### config.mk
export PLATFORM = sky130hd
export DESIGN_NAME = cond_flag_unit
export DESIGN_NICKNAME = d
export VERILOG_FILES = /design/src/rtl/cond_flag_unit.sv
export SDC_FILE = /design/constraint.sdc
export NUM_CORES = 1
export LEC_CHECK = 0
export CAP_MARGIN = 20
export CELL_PAD_IN_SITES_DETAIL_PLACEMENT = 1
export CELL_PAD_IN_SITES_GLOBAL_PLACEMENT = 1
export CORE_MARGIN = 4
export CORE_UTILIZATION = 28
export CTS_CLUSTER_SIZE = 8
export DETAILED_ROUTE_END_ITERATION = 12
export PLACE_DENSITY = 0.92
export SLEW_MARGIN = 20
export SYNTH_ARGS = -nofsm -noshare
export SYNTH_HDL_FRONTEND = slang
export SYNTH_SLANG_ARGS = --single-unit
export TNS_END_PERCENT = 10
### constraint.sdc
create_clock -name clk -period 4.5 [get_ports clk]
set_input_delay 1.35 -clock clk [delete_from_list [all_inputs] [get_ports clk]]
set_output_delay 1.35 -clock clk [all_outputs]
set_load 0.01 [all_outputs]
### src/rtl/cond_flag_unit.sv
// ARM-style condition evaluation, write-enable gating and CPSR {N,Z,C,V} flag register.
// Optional COND_FLAG_UNIT_STATS_EN adds saturating executed/skipped instruction counters.
module cond_flag_unit #(
    parameter int CNT_W = 16
) (
    input  logic             clk,
    input  logic             reset,
    input  logic             InstrValid,
    input  logic [3:0]       Cond,
    input  logic [3:0]       AluFlags,
    input  logic [1:0]       FlagW,
    input  logic             PCS,
    input  logic             RegW,
    input  logic             MemW,
    input  logic             NoWrite,
    output logic             PCSrc,
    output logic             RegWrite,
    output logic             MemWrite,
    output logic             CondEx,
`ifdef COND_FLAG_UNIT_STATS_EN
    output logic [CNT_W-1:0] ExecCount,
    output logic [CNT_W-1:0] SkipCount,
`endif
    output logic [3:0]       Flags
);

    typedef enum logic [3:0] {
        COND_EQ = 4'b0000, COND_NE = 4'b0001, COND_CS = 4'b0010, COND_CC = 4'b0011,
        COND_MI = 4'b0100, COND_PL = 4'b0101, COND_VS = 4'b0110, COND_VC = 4'b0111,
        COND_HI = 4'b1000, COND_LS = 4'b1001, COND_GE = 4'b1010, COND_LT = 4'b1011,
        COND_GT = 4'b1100, COND_LE = 4'b1101, COND_AL = 4'b1110, COND_NV = 4'b1111
    } cond_e;

    logic n_f, z_f, c_f, v_f;
    logic fire;

    assign {n_f, z_f, c_f, v_f} = Flags;

    // Evaluated only against the registered flags, never the same-cycle ALU result.
    always_comb begin
        CondEx = 1'b0;
        case (cond_e'(Cond))
            COND_EQ: CondEx = z_f;
            COND_NE: CondEx = ~z_f;
            COND_CS: CondEx = c_f;
            COND_CC: CondEx = ~c_f;
            COND_MI: CondEx = n_f;
            COND_PL: CondEx = ~n_f;
            COND_VS: CondEx = v_f;
            COND_VC: CondEx = ~v_f;
            COND_HI: CondEx = c_f & ~z_f;
            COND_LS: CondEx = ~c_f | z_f;
            COND_GE: CondEx = (n_f == v_f);
            COND_LT: CondEx = (n_f != v_f);
            COND_GT: CondEx = ~z_f & (n_f == v_f);
            COND_LE: CondEx = z_f | (n_f != v_f);
            COND_AL: CondEx = 1'b1;
            COND_NV: CondEx = 1'b0;
            default: CondEx = 1'b0;
        endcase
    end

    assign fire     = InstrValid & CondEx;
    assign PCSrc    = PCS & fire;
    assign RegWrite = RegW & fire & ~NoWrite;
    assign MemWrite = MemW & fire;

    always_ff @(posedge clk) begin
        if (reset) begin
            Flags <= '0;
        end else if (fire) begin
            if (FlagW[1]) Flags[3:2] <= AluFlags[3:2];
            if (FlagW[0]) Flags[1:0] <= AluFlags[1:0];
        end
    end

`ifdef COND_FLAG_UNIT_STATS_EN
    always_ff @(posedge clk) begin
        if (reset) begin
            ExecCount <= '0;
            SkipCount <= '0;
        end else if (InstrValid) begin
            if (CondEx && ExecCount != '1) ExecCount <= ExecCount + 1'b1;
            if (!CondEx && SkipCount != '1) SkipCount <= SkipCount + 1'b1;
        end
    end
`endif

endmodule

==> out/summary.txt <==
status - completed
CTS sink cnt - 4
num rows - 14
Routed wire per std cell - 14.4 µm
clock-pin slew on the worst setup and hold paths - 0.03 ns
critical path endpoint - PCSrc
Leak - 0.329 nW
# port buffers - 24
gr ovfl total - 0
Power Density - 190 mW/mm²
Layout area overhead - 75.3%
Placeable Area - 0.00152 mm²
Die H - 48.6 µm
Num CTS Buffers - 3
post-CTS setup buffer count - 0
first-pass GRT wire length - 2530 µm
post-route ant nets - 0
Initial DRC Count - 0
Hold Crit Class - flop to flop
worst r2r src - Flags[3]$_SDFFE_PP0P_
area of the die - 0.00236 mm²
maximum clock path buffer count - 2
worst slew pin tran - 0.253 ns
DRC - 0
Final Hold Vio Count - 0
CTS root buffer - clkbuf_4
Fill cells - 194
largest net degree at the start of global routing - 9
crit start category - input pin
Worst EP required - 3.15 ns
min cycle time layout - 4.22 ns
max reg flops - 4
WP data arrival - 2.87 ns
max-cap check violation count - 0
crit path capture type - output pin
yosys warns - 0
Largest regs - Flags x4
post-synth cell types - 22
Period Utilization, post-route - 93.7%
Worst-Skew Late Latency - 0.24 ns
design area - 807 µm²
Worst R2R End - Flags[0]$_SDFFE_PP0P_
skew final - 0.00398 ns
post-synthesis sequential area ratio - 17.4%
Max Transition Viols Final - 0
routed wire length - 1460 µm
layout net count - 105
via count - 549
worst vdd ir - 0.000109 V
Initial Util - 30.2%
post-synthesis register bit count - 4
f_max - 0.237 GHz
Fin Hold WS - 0.517 ns
total track usage - 13.6%
dpl hpwl - 1210 µm
worst reg-to-reg path cell count - 6
Crit Path Max Fanout - 4
Cell Area, Placed - 781 µm²
syn_area_per_cell - 9.03 µm²
Via density - 5.38
layout cells sized above 1 - 23.3%
Die X - 48.6 µm
largest reg by FF count - Flags
H-tree Lvls - 1
reg-to-reg slack, setup - 2.69 ns
RSZ-0062 raised after global routing - no
Netlist Area Pre-Place - 460 µm²
vias in the first global route - 580
Critical Path Source - Cond[3]
relative slew slack - 83.0%
hold path depth - 2
Crit Path Class - input pin to output pin
Setup-failing EPs final - 0
Top Ports - 25
ant diodes - 0
initial antenna violation count - 0
Pre-Repair DR Iteration Count - 1
Syn Nets - 68
TritonCTS clock tree - done
GPL Wtd Cong - 0.752
Syn Inst Count - 51
[cells in the final DEF, fill, tap and decap left out, drive strengths merged]
cell type,count
a21boi,1
a31o,1
a32oi,2
a41oi,2
and3b,2
and4,1
buf,9
clkbuf,3
clkdlybuf4s15,2
clkdlybuf4s50,17
dfxtp,4
dlygate4sd2,1
dlymetal6s2s,3
inv,2
mux2i,4
nand2,7
nand2b,8
nand3,2
nand4,1
nand4bb,2
nor2,2
nor3,1
o221ai,3
or3,1
or3b,2
xnor2,3
[how the worst min path moves through the flow]
stage                     slack (ns)                  start                     to
after floorplan                 0.51  Flags[2]$_SDFFE_PP0P_  Flags[2]$_SDFFE_PP0P_
after global placement          0.51  Flags[2]$_SDFFE_PP0P_  Flags[2]$_SDFFE_PP0P_
after detailed placement        0.53  Flags[2]$_SDFFE_PP0P_  Flags[2]$_SDFFE_PP0P_
after CTS                       0.53  Flags[2]$_SDFFE_PP0P_  Flags[2]$_SDFFE_PP0P_
after global routing            0.55  Flags[2]$_SDFFE_PP0P_  Flags[2]$_SDFFE_PP0P_
final                           0.52  Flags[2]$_SDFFE_PP0P_  Flags[2]$_SDFFE_PP0P_
[repair_timing]
| item | in CTS | in global routing |
|---|---|---|
| endpoints found under the setup margin | 4 | 4 |
| pin swaps | 0 | 1 |
| gates resized for setup | 7 | 6 |
| hold buffers | 0 | 0 |
[metrics by stage]
step	setup TNS (ns)	total power [mW]	util (%)	setup WS, ns	std cells
after floorplan	0	0.0726	-	0.540	51
after global placement	-1.04	0.109	51.2	-0.337	99
after detailed placement	-1.28	0.111	51.2	-0.400	99
after CTS	-0.174	0.157	52.1	-0.0625	102
after global routing	0	0.166	53.0	0.224	102
final	0	0.153	53.0	0.283	102
[critical path, stage by stage]
cell            delay (ns)
dlymetal6s2s_1        0.15
or3b_4                0.38
a31o_4                0.24
a21boi_2              0.16
xnor2_2               0.23
nor2_1                0.07
dlygate4sd2_1         0.28
[report_power, final]
part	switching [mW]	total, mW	internal (mW)
clock network	0.0154	0.0452	0.0299
registers	0.00308	0.0408	0.0377
logic	0.0275	0.0674	0.0399
[synth_stat cells]
cell type / n / area, µm²
nand2b_1: 8 / 50.1
nand2_1: 7 / 26.3
dfxtp_1: 4 / 80.1
mux2i_1: 4 / 40.0
a32oi_1: 2 / 17.5
a41oi_1: 2 / 17.5
and3b_1: 2 / 17.5
inv_1: 2 / 7.51
nand3_1: 2 / 10.0
nand4bb_1: 2 / 22.5
nor2_1: 2 / 7.51
o221ai_2: 2 / 30.0
or3b_1: 2 / 17.5
xnor2_1: 2 / 17.5
a21boi_2: 1 / 11.3
a31o_4: 1 / 17.5
and4_2: 1 / 10.0
nand4_1: 1 / 6.26
nor3_1: 1 / 5.00
o221ai_4: 1 / 26.3
or3_1: 1 / 6.26
xnor2_2: 1 / 16.3
[logic make-up (layout without fill, tap and decap cells)]
logic type / Yosys count / after routing / synth area share [%]
multiplexers: 4 / 4 / 8.70
AND/OR/NAND/NOR: 29 / 29 / 38.9
flip-flops: 4 / 4 / 17.4
buffers and inverters: 2 / 37 / 1.63
XOR/XNOR: 3 / 3 / 7.34
AO/OA/AOI/OAI: 9 / 9 / 26.1
[metal layers]
metal	up-vias	global-route usage, %	routed length (µm)
met5	-	0	0
met4	0	9.42	18
met3	4	4.29	115
met2	27	23.5	746
met1	250	13.7	584
li1	268	-	-
[area by class of cell]
type	instances	area [µm²]	share of cell area [%]
multi-input cells	45	375	46.5
repair buffers	32	302	37.4
flip-flops and latches	4	80.1	9.92
clock buffers	3	22.5	2.79
well taps	16	20.0	2.48
inverters	2	7.51	0.930
No activity file was read; power rests on OpenSTA's default activity.
